==> config.mk <==
export PLATFORM = sky130hd
export DESIGN_NAME = uart_rx_fifo
export DESIGN_NICKNAME = d
export VERILOG_FILES = /design/src/rtl/uart_rx_fifo.sv
export SDC_FILE = /design/constraint.sdc
export NUM_CORES = 1
export LEC_CHECK = 0
export ABC_AREA = 1
export CAP_MARGIN = 20
export CORE_MARGIN = 1
export CORE_UTILIZATION = 43
export CTS_BUF_LIST = sky130_fd_sc_hd__clkbuf_4 sky130_fd_sc_hd__clkbuf_8
export DETAILED_ROUTE_END_ITERATION = 7
export PLACE_DENSITY_LB_ADDON = 0.1
export SLEW_MARGIN = 10
export SYNTH_ARGS = -nofsm -noshare
export SYNTH_HDL_FRONTEND = slang
export SYNTH_SLANG_ARGS = --single-unit
==> constraint.sdc <==
create_clock -name clk -period 4.57 [get_ports clk]
set_input_delay 1.1425 -clock clk [delete_from_list [all_inputs] [get_ports clk]]
set_output_delay 1.1425 -clock clk [all_outputs]
set_load 0.005 [all_outputs]
==> src/rtl/uart_rx_fifo.sv <==
// uart_rx_fifo: show-ahead byte buffer behind uart_rx with a sticky overflow flag
module uart_rx_fifo #(
    parameter int DEPTH = 16,
    parameter int WIDTH = 8
) (
    input  logic                         clk,
    input  logic                         rst_n,
    input  logic [WIDTH-1:0]             in_data,
    input  logic                         in_valid,
    output logic [WIDTH-1:0]             out_data,
    output logic                         out_valid,
    input  logic                         out_ready,
    output logic [$clog2(DEPTH+1)-1:0]   count,
    output logic                         full,
    output logic                         overflow,
    input  logic                         clear_overflow
);
    localparam int AW = $clog2(DEPTH);
    localparam int CW = $clog2(DEPTH+1);
    logic [WIDTH-1:0] r_mem [DEPTH];
    logic [AW-1:0]    r_wr_ptr, r_rd_ptr, w_rd_next;
    logic [CW-1:0]    r_count, w_count_next;
    logic [WIDTH-1:0] r_out_data, w_out_next;
    logic             r_out_valid, r_overflow;
    logic             w_full, w_push, w_pop, w_drop;
    always_comb begin
        w_full       = r_count == CW'(DEPTH);
        w_pop        = r_out_valid && out_ready;
        w_push       = in_valid && (!w_full || w_pop);
        w_drop       = in_valid && !w_push;
        w_rd_next    = w_pop ? r_rd_ptr + AW'(1) : r_rd_ptr;
        w_count_next = (w_push && !w_pop) ? r_count + CW'(1) :
                       (w_pop && !w_push) ? r_count - CW'(1) : r_count;
        // the slot about to be shown may be the one written this cycle
        w_out_next   = (w_push && r_wr_ptr == w_rd_next) ? in_data : r_mem[w_rd_next];
    end
    always_ff @(posedge clk)
        if (rst_n && w_push)
            r_mem[r_wr_ptr] <= in_data;
    always_ff @(posedge clk) begin
        if (!rst_n) begin
            r_wr_ptr    <= '0;
            r_rd_ptr    <= '0;
            r_count     <= '0;
            r_out_valid <= 1'b0;
            r_out_data  <= '0;
            r_overflow  <= 1'b0;
        end else begin
            r_wr_ptr    <= w_push ? r_wr_ptr + AW'(1) : r_wr_ptr;
            r_rd_ptr    <= w_rd_next;
            r_count     <= w_count_next;
            r_out_valid <= w_count_next != '0;
            r_out_data  <= w_out_next;
            r_overflow  <= w_drop ? 1'b1 : clear_overflow ? 1'b0 : r_overflow;
        end
    end
    assign out_data  = r_out_data;
    assign out_valid = r_out_valid;
    assign count     = r_count;
    assign full      = w_full;
    assign overflow  = r_overflow;
endmodule

# Yosys cells after proc, flatten, opt, wreduce, memory -nomap -nowiden
# Memory sizes are Yosys's and may differ from the RTL's. A register that Yosys moved wholly into a read port is not among the register bits.
# Index checks and enable logic that the tools add are counted.
[op_classes]
eq_ne = 1
n_addsub = 4
mux = 7
reduce_logical = 13
[ops]
columns = ["cell", "n"]
rows = [
  ["5-bit two-way mux", 2],
  ["4-bit by 1-bit adder with 4-bit output, second input constant", 2],
  ["1-bit logical AND", 6],
  ["5-bit by 1-bit adder with 5-bit output, second input constant", 1],
  ["5-bit == test, second input constant", 1],
  ["5-bit nonzero test", 1],
  ["5-bit by 1-bit subtractor with 5-bit output, second input constant", 1],
  ["1-bit zero test", 4],
  ["1-bit two-way mux", 4],
  ["4-bit two-way mux", 1],
  ["2-bit nonzero test", 1],
  ["1-bit logical OR", 1],
]
[word_totals]
mem_count = 1
ram_bits = 128
inputBits = 13
wordCells = 31
regBits = 15
[memory_table]
columns = ["name", "depth", "word_bits", "rd", "rd_ports_with_merged_regs", "write_ports", "line_no", "text"]
rows = [
  ["r_mem", 16, 8, 1, 1, 1, "20", "logic [WIDTH-1:0] r_mem [DEPTH];"],
]

# Logic depth before layout (Yosys ltp)
# Gate-level depths: netlist of the first run.
[logic_depth]
word_depth = 9
depth_mapped = 13
ltp_nobuf = 12

# Worst setup path after synthesis of the first run
# OpenSTA, ideal clock, no wires.
[synth_timing]
path_type = "input to register"
startpoint = "in out_ready"
endpoint = "mem r_mem[11][0], enable pin"
setup_ns = 0.370
slack_ns = 2.037
required_time_ns = 4.200
stages = 7
path_buffers = 1
t_arrival_ns = 2.163
path_cell_list = "buf_4 > nand2_8 > nand4_1 > nand2_1 > inv_2 > nand2_1 > nor2_1"
[synth_via]
elab_chain_cells = 6
[synth_lines]
columns = ["element", "line_no", "text"]
rows = [
  ["from (decl)", "12", "input logic out_ready,"],
  ["1-bit logical AND", "28", "w_pop = r_out_valid && out_ready;"],
  ["1-bit logical OR", "29", "w_push = in_valid && (!w_full || w_pop);"],
  ["1-bit logical AND", "29", ""],
  ["1-bit logical AND", "38", "if (rst_n && w_push)"],
  ["1-bit two-way mux", "38", ""],
  ["1-bit two-way mux (implied by the code)", "39", "r_mem[r_wr_ptr] <= in_data;"],
  ["to (decl)", "20", ""],
]
# Every way passes these cells.

# Final worst setup path of the first run
[layout_timing]
startpoint = "in out_ready"
endpoint = "reg r_out_data[5] (netlist: out_data[5]) (read register of r_mem)"
[layout_via]
elab_chain_cells = 2
[layout_lines]
columns = ["element", "line_no", "text"]
rows = [
  ["1-bit logical AND", "28", ""],
  ["4-bit two-way mux", "31", "w_rd_next = w_pop ? r_rd_ptr + AW'(1) : r_rd_ptr;"],
  ["to (decl)", "23", "logic [WIDTH-1:0] r_out_data, w_out_next;"],
]
# Every way passes these cells.
# A chain may end at the register's enable or synchronous reset.

==> flow_metrics.env, run 1 <==
export IMPL_postCtsHoldBufs=0
export IMPL_leakage_uw=0.00316
export IMPL_antenna_cells=0
export IMPL_ctsHtreeMaxLevel=4
export IMPL_synth_largest_area_cell="edfxtp_1"
export IMPL_path_class="in -> reg"
export IMPL_crit_arrival_ps=3680
export IMPL_area_growth_pct=10.8
export IMPL_cpMostUsedCell="nor2_1"
export IMPL_fin_crit_sh=0.721
export IMPL_num_vias=4907
export IMPL_synth_cell_types=30
export IMPL_tns_ps=0
export IMPL_timing_hold_violations_final=0
export IMPL_nFillCells=1552
export IMPL_grt_use_total=0.218
export IMPL_hold_depth=2
export IMPL_reg2reg_from="out_valid"
export IMPL_cts_sinks=151
export IMPL_initial_utilization=0.441
export IMPL_hold_class="reg -> reg"
export IMPL_reg2reg_depth=11
export IMPL_total_power_uw=3490
export IMPL_ir_worst_vdd_mv=0.366
export IMPL_cts_tree="yes"
export IMPL_synth_top_cell_area_share=0.548
export IMPL_cp_slowest_stage_delay_ps=710
export IMPL_nNetsFinal=754
export IMPL_slew_violations=0
export IMPL_place_inst=931
export IMPL_setup_violations_final=0
export IMPL_final_common_cell="nand2_1"
export IMPL_ios=29
export IMPL_hp_start="overflow"
export IMPL_io_buffer_count=28
export IMPL_ys_warn_count=0
export IMPL_path_clk_slew_ps=80
export IMPL_overflow=0
export IMPL_required_ps=4960
export IMPL_grt_pass1_wl_um=26400
export IMPL_rr_endpoint="out_data[5]"
export IMPL_wl_um=16800
export IMPL_p_per_area_nw_per_um2=449
export IMPL_final_antenna_net_count=0
export IMPL_skew_ps=14.4
export IMPL_clock_root_buffer="clkbuf_8"
export IMPL_fmax_mhz=304
export IMPL_min_period_ps=3290
export IMPL_grt_start_max_net_pins=52
export IMPL_worstPathMaxFanout=50
export IMPL_regToRegSetupSlack_ps=2110
export IMPL_syn_area_sq_um=7010
export IMPL_synth_seq_cells=151
export IMPL_clk_path_buf_depth=2
export IMPL_avgSynthCellArea_sq_um=9.87
export IMPL_cap_violations=0
export IMPL_postLayoutCellArea_sq_um=7770
export IMPL_wl_per_cell_um=17.5
export IMPL_mostFrequentLayoutCells="130 x nand2_1, 128 x edfxtp_1, 115 x nand3_1, 94 x inv_1, 88 x nor2_1"
export IMPL_place_gp_congestion=0.819
export IMPL_cts_resized=0
export IMPL_regArea_sq_um=4300
export IMPL_die_w_um=130
export IMPL_post_cts_buffers=0
export IMPL_path_cells="clkdlybuf4s50_1 -> nand2_8 -> nand2_8 -> nand2_4 -> buf_4 -> inv_2 -> nor2_1 -> nor2_1 -> nor2_1 -> nor2_1 -> nor2_1 -> nor2_1"
export IMPL_row_count=46
export IMPL_slew_limit_headroom=0.367
export IMPL_first_pass_iters=8
export IMPL_syn_nets=730
export IMPL_tightest_slew_ps=946
export IMPL_grt_pass1_vias=4706
export IMPL_multi_input_area_sq_um=2120
export IMPL_crit_slowest_cell="clkdlybuf4s50_1"
export IMPL_end_kind="register"
export IMPL_ys_seq_area_frac=0.614
export IMPL_core_sq_um=15900
export IMPL_grt_setup_unrepaired="no"
export IMPL_dr_first_iter_drc_count=388
export IMPL_cts_inserted_buffers=17
export IMPL_drcViolationCount=0
export IMPL_placed_area_sq_um=7410
export IMPL_vias_per_cell=5.10
export IMPL_status="completed"
export IMPL_die_area_sq_um=16800
export IMPL_dieHeight_um=130
export IMPL_synth_area_top_cells="edfxtp_1 55%, nand3_1 8.2%, nand2_1 7.0%"
export IMPL_instances_no_fill=962
export IMPL_cp_startpoint="out_ready"
export IMPL_cp_start_kind="primary input"
export IMPL_clock_latency_ps=450
export IMPL_syn_inst=710
export IMPL_antenna_found_initial=0
export IMPL_layout_drive_gt1_share=0.0657
export IMPL_hpwlAfterDp_um=10600
export IMPL_worst_hold_path_endpoint="overflow"
export IMPL_final_util=0.489
==> routing by layer <==
metal,vias up,wire [um],GRT usage
met2,142,7410,0.324
met1,2348,8200,0.311
met3,22,897,0.0442
li1,2395,-,-
met5,-,0,0
met4,0,344,0.0896
==> registers in the layout, summed over array words and instances (netlist names) <==
name,flops
out_valid,1
overflow,1
count,5
r_wr_ptr,4
out_data,8
r_mem,128
r_rd_ptr,4
==> worst max-delay path by stage <==
stage / cells past startpoint / slack, ps / end
after floorplan: 7 / 2040 / r_mem[11][0]
after global placement: 12 / 860 / out_data[5]
after detailed placement: 12 / 810 / out_data[5]
after CTS: 12 / 1290 / out_data[5]
after global routing: 12 / 1060 / out_data[5]
final: 12 / 1280 / out_data[5]
==> area by class of cell <==
class	count	area share
Clock buffer	19	0.0321
Timing Repair Buffer	36	0.0438
Tap cell	216	0.0348
Multi-Input combinational cell	428	0.272
Clock inverter	12	0.0143
Inverter	100	0.0483
Sequential cell	151	0.554
==> report_power, final <==
part	switching [uW]	internal (uW)	total [uW]
Sequential	50.1	1550	1600
Clock	480	482	962
Combinational	609	316	926
==> synthesized netlist by cell type <==
master	number
xnor2_1	1
buf_4	3
clkinv_1	1
nand4_1	3
nor2_1	88
nand2_8	2
a21o_1	1
buf_2	15
clkbuf_1	3
ha_1	7
a31o_2	1
nand3_4	1
nand3_2	1
nand3b_1	40
o21ai_1	12
o21ai_0	12
clkbuf_2	1
nand2_1	130
nand2_2	2
inv_2	5
xor2_1	4
o21a_1	1
edfxtp_1	128
dfxtp_1	23
nor2_4	1
nand2_4	1
a21oi_1	5
inv_1	94
nand3_1	115
buf_6	9
==> worst max-delay path, delay by kind of cell <==
| family | cells | cell delay [ps] |
|---|---|---|
| buf+inv | 3 | 1160 |
| simple gates | 9 | 1350 |
==> stage by stage <==
stage               setup slack, ps  hold slack (ps)
floorplan                      2040              460
global placement                856              462
detailed placement              808              468
CTS                            1290              485
global route                   1060              521
finish                         1280              480
==> cells by family after synthesis <==
| family | share of synthesized area |
|---|---|
| AOI/OAI and AO/OA | 0.0241 |
| and+or+nand+nor | 0.259 |
| adders and majority gates | 0.0125 |
| DFF | 0.614 |
| xor gates and xnor gates | 0.00625 |
| buffers and inverters | 0.0842 |
Note: power is estimated with default switching activity, not from simulation.
==> run 2, diff against run 1 <==
==> constraint.sdc (replaced) <==
create_clock -name clk -period 3.1 [get_ports clk]
set_input_delay 0.775 -clock clk [delete_from_list [all_inputs] [get_ports clk]]
set_output_delay 0.775 -clock clk [all_outputs]
set_load 0.005 [all_outputs]
==> flow_metrics.env, run 2 (synthesis gave the netlist of run 1 again) <==
export IMPL_tightest_slew_ps=533
export IMPL_final_common_cell="nand2_1"
export IMPL_grt_pass1_wl_um=27300
export IMPL_cap_violations=0
export IMPL_nNetsFinal=780
export IMPL_die_area_sq_um=16800
export IMPL_antenna_cells=0
export IMPL_cp_top_family="buffers and inverters"
export IMPL_cp_num_buf_inv=3
export IMPL_p_sw_uw=1710
export IMPL_grt_pass1_vias=4848
export IMPL_p_per_area_nw_per_um2=664
export IMPL_min_period_ps=2770
export IMPL_ctsHtreeMaxLevel=4
export IMPL_total_power_uw=5340
export IMPL_place_gp_congestion=0.860
export IMPL_grt_setup_unrepaired="no"
export IMPL_clk_path_buf_depth=2
export IMPL_num_vias=5053
export IMPL_placed_area_sq_um=7640
export IMPL_area_growth_pct=14.6
export IMPL_p_int_uw=3630
export IMPL_postLayoutCellArea_sq_um=8040
export IMPL_cts_tree="yes"
export IMPL_power_frac_comb=0.271
export IMPL_required_ps=2320
export IMPL_cp_slowest_stage_delay_ps=510
export IMPL_clock_latency_ps=450
export IMPL_io_buffer_count=28
export IMPL_grt_use_met3=0.0471
export IMPL_worstPathMaxFanout=6
export IMPL_crit_arrival_ps=1990
export IMPL_use_met2=0.348
export IMPL_regMostFlops="r_mem"
export IMPL_slew_limit_headroom=0.643
export IMPL_grt_start_max_net_pins=41
export IMPL_grt_util_met1=0.320
export IMPL_pwr_share_seq=0.443
export IMPL_row_count=46
export IMPL_antenna_found_initial=0
export IMPL_overflow=0
export IMPL_final_antenna_net_count=0
export IMPL_clock_root_buffer="clkbuf_8"
export IMPL_first_pass_iters=6
export IMPL_postCtsHoldBufs=0
export IMPL_timing_hold_violations_final=0
export IMPL_grt_use_total=0.225
export IMPL_path_clk_slew_ps=80
export IMPL_crit_slowest_cell="clkdlybuf4s50_1"
export IMPL_path_cells="inv_1 -> ha_1 -> nand2_1 -> nor2_1 -> nand2_1 -> inv_1 -> clkdlybuf4s50_1"
export IMPL_path_class="reg -> out"
export IMPL_multi_input_area_sq_um=2120
export IMPL_core_sq_um=15900
export IMPL_initial_utilization=0.441
export IMPL_largest_reg_flops=128
export IMPL_fin_crit_sh=0.893
export IMPL_cts_resized=0
export IMPL_wl_per_cell_um=17.7
export IMPL_skew_ps=12.2
export IMPL_leakage_uw=0.00332
export IMPL_dr_first_iter_drc_count=549
export IMPL_cp_start_kind="register"
export IMPL_hpwlAfterDp_um=11300
export IMPL_status="completed"
export IMPL_ios=29
export IMPL_slew_violations=0
export IMPL_hold_class="reg -> reg"
export IMPL_setup_violations_final=0
export IMPL_cts_sinks=151
export IMPL_tns_ps=0
export IMPL_post_cts_buffers=0
export IMPL_mostFrequentLayoutCells="130 x nand2_1, 128 x edfxtp_1, 115 x nand3_1, 94 x inv_1, 88 x nor2_1"
export IMPL_layout_drive_gt1_share=0.102
export IMPL_vias_per_cell=5.11
export IMPL_wl_um=17500
export IMPL_regArea_sq_um=4300
export IMPL_fmax_mhz=361
export IMPL_nFillCells=1464
export IMPL_end_kind="primary output"
export IMPL_dieHeight_um=130
export IMPL_p_sw_frac=0.320
export IMPL_power_share_clock=0.286
export IMPL_top_usage_layer="met2"
export IMPL_ir_worst_vdd_mv=0.316
export IMPL_cts_inserted_buffers=17
export IMPL_drcViolationCount=0
export IMPL_die_w_um=130
-- run 2: final timing paths --
check        depth (start not counted)  slack, ps  startpoint           to
max                                  7        330    count[0]         full
min                                  2        480    overflow     overflow
max reg2reg                          9       1080   out_valid  out_data[3]
min reg2reg                          2        480    overflow     overflow
-- run 2: cell type report --
| cell class | count | share of cell area |
|---|---|---|
| flip-flops and latches | 151 | 0.536 |
| well taps | 216 | 0.0336 |
| inverters | 100 | 0.0467 |
| repair buffers | 62 | 0.0713 |
| clock buffers | 21 | 0.0329 |
| clock inverters | 11 | 0.0167 |
| multi-input cells | 428 | 0.263 |
-- run 2: worst reg2reg max path, stage by stage (launching register included) --
cell     delay, ps
dfxtp_1        580
nand2_8        130
nor2_1         200
nand3_1        120
nand2_1        340
inv_2          170
nand2_1        180
nor2_1          60
nor2_1         100
nor2_1          40
-- run 2: power by group through the flow --
stage,logic [uW],clock network (uW),registers [uW]
floorplan,1010,0,2370
global placement,1430,0,2410
detailed placement,1440,0,2410
CTS,1450,1560,2370
global route,1610,1630,2370
finish,1450,1520,2370
-- run 2: through the flow --
stage          hold slack (ps)  worst slack (ps)  cells   util
6_report                   475               332    989  0.506
5_1_grt                    510               150    989  0.506
4_1_cts                    483               300    989  0.506
3_5_place_dp               469               170    957  0.481
3_3_place_gp               461               163    957  0.481
2_1_floorplan              460               934    710      -
-- run 2: per-layer routing --
layer  wire, um  share of wire
met5          0              0
met4        238          0.014
met3        901          0.051
met2       8120           0.46
met1       8240           0.47
==> run 3, diff against run 2 <==
--- a/config.mk
+++ b/config.mk
@@ -11,6 +11,8 @@
 export CORE_UTILIZATION = 43
 export CTS_BUF_LIST = sky130_fd_sc_hd__clkbuf_4 sky130_fd_sc_hd__clkbuf_8
 export DETAILED_ROUTE_END_ITERATION = 7
+export HOLD_SLACK_MARGIN = 0.06
+export MAX_ROUTING_LAYER = met4
 export PLACE_DENSITY_LB_ADDON = 0.1
 export SLEW_MARGIN = 10
 export SYNTH_ARGS = -nofsm -noshare
==> flow_metrics.env, run 3 (synthesis gave the netlist of run 1 again) <==
export IMPL_ctsHtreeMaxLevel=4
export IMPL_core_sq_um=15900
export IMPL_reg2reg_from="out_valid"
export IMPL_postLayoutCellArea_sq_um=8040
export IMPL_ir_worst_vdd_mv=0.317
export IMPL_nNetsFinal=780
export IMPL_wl_per_cell_um=17.8
export IMPL_fin_crit_sh=0.897
export IMPL_clock_latency_ps=450
export IMPL_clk_path_buf_depth=2
export IMPL_setup_violations_final=0
export IMPL_regToRegSetupSlack_ps=1070
export IMPL_crit_arrival_ps=2010
export IMPL_regMostFlops="r_mem"
export IMPL_rr_endpoint="out_data[3]"
export IMPL_slew_limit_headroom=0.627
export IMPL_overflow=0
export IMPL_leakage_uw=0.00332
export IMPL_status="completed"
export IMPL_hold_depth=2
export IMPL_p_sw_frac=0.321
export IMPL_power_share_clock=0.286
export IMPL_antenna_cells=0
export IMPL_p_per_area_nw_per_um2=665
export IMPL_reg2reg_depth=9
export IMPL_cts_resized=0
export IMPL_cts_inserted_buffers=17
export IMPL_layout_drive_gt1_share=0.102
export IMPL_hpwlAfterDp_um=11300
export IMPL_antenna_found_initial=0
export IMPL_timing_hold_violations_final=0
export IMPL_cap_violations=0
export IMPL_place_gp_congestion=0.874
export IMPL_dieHeight_um=130
export IMPL_die_area_sq_um=16800
export IMPL_placed_area_sq_um=7640
export IMPL_required_ps=2320
export IMPL_skew_ps=12.0
export IMPL_worstPathMaxFanout=6
export IMPL_area_growth_pct=14.6
export IMPL_clock_root_buffer="clkbuf_8"
export IMPL_io_buffer_count=28
export IMPL_drcViolationCount=0
export IMPL_hp_start="overflow"
export IMPL_p_sw_uw=1710
export IMPL_slew_violations=0
export IMPL_path_class="reg -> out"
export IMPL_power_frac_comb=0.272
export IMPL_final_common_cell="nand2_1"
export IMPL_grt_setup_unrepaired="no"
export IMPL_dr_first_iter_drc_count=566
export IMPL_grt_pass1_vias=4841
export IMPL_initial_utilization=0.441
export IMPL_post_cts_buffers=0
export IMPL_wl_um=17600
export IMPL_cts_sinks=151
export IMPL_path_clk_slew_ps=80
export IMPL_cts_tree="yes"
export IMPL_cp_start_kind="register"
export IMPL_mostFrequentLayoutCells="130 x nand2_1, 128 x edfxtp_1, 115 x nand3_1, 94 x inv_1, 88 x nor2_1"
export IMPL_fmax_mhz=360
export IMPL_ios=29
export IMPL_die_w_um=130
export IMPL_first_pass_iters=5
export IMPL_grt_start_max_net_pins=41
export IMPL_grt_use_total=0.232
export IMPL_tightest_slew_ps=558
export IMPL_tns_ps=0
export IMPL_row_count=46
export IMPL_vias_per_cell=5.12
export IMPL_largest_reg_flops=128
export IMPL_worst_hold_path_endpoint="overflow"
export IMPL_end_kind="primary output"
export IMPL_pwr_share_seq=0.442
export IMPL_min_period_ps=2780
export IMPL_p_int_uw=3630
export IMPL_num_vias=5064
export IMPL_final_antenna_net_count=0
export IMPL_hold_class="reg -> reg"
export IMPL_grt_pass1_wl_um=27200
export IMPL_postCtsHoldBufs=0
[run 3: cell counts in the layout (fill, tap and decap cells not counted)]
Identical to the previous run, type by type.
[run 3: worst max path at each step]
stage | to | slack, ps | cells after the start | startpoint
after floorplan | r_mem[11][0] | 930 | 7 | out_ready
after global placement | out_data[3] | 160 | 10 | out_ready
after detailed placement | out_data[3] | 170 | 10 | out_ready
after CTS | full | 300 | 7 | count[0]
after global routing | full | 150 | 7 | count[0]
final | full | 320 | 7 | count[0]
[run 3: cell type report]
type / count / area (sq um)
Sequential cell: 151 / 4300
Tap cell: 216 / 270
Inverter: 100 / 375
Clock buffer: 21 / 264
Multi-Input combinational cell: 428 / 2120
Timing Repair Buffer: 62 / 573
Fill cell: 1464 / 7850
Clock inverter: 11 / 134
[run 3: per-layer routing]
layer | track usage | part of all wire | vias to the layer above
li1 | - | - | 2447
met1 | 0.320 | 0.48 | 2456
met2 | 0.349 | 0.47 | 145
met3 | 0.0454 | 0.046 | 16
met4 | 0.0609 | 0.012 | 0
met5 | - | 0 | -
[run 3: power by group through the flow]
| stage | registers [uW] | logic, uW | clock network (uW) |
|---|---|---|---|
| finish | 2370 | 1450 | 1530 |
| global route | 2370 | 1610 | 1630 |
| CTS | 2370 | 1450 | 1560 |
| detailed placement | 2410 | 1440 | 0 |
| global placement | 2410 | 1430 | 0 |
| floorplan | 2370 | 1010 | 0 |
[run 3: worst max-delay path, stage by stage, from the launching register on]
cell,delay [ps]
dfxtp_1,360
inv_1,90
ha_1,220
nand2_1,70
nor2_1,130
nand2_1,90
inv_1,80
clkdlybuf4s50_1,510
[run 3: metrics by stage]
step / setup slack, ps / power, uW / hold WS, ps / util / cells
2_1_floorplan: 934 / 3380 / 460 / - / 710
3_3_place_gp: 163 / 3840 / 461 / 0.481 / 957
3_5_place_dp: 170 / 3850 / 469 / 0.481 / 957
4_1_cts: 300 / 5370 / 483 / 0.506 / 989
5_1_grt: 152 / 5620 / 510 / 0.506 / 989
6_report: 320 / 5350 / 474 / 0.506 / 989
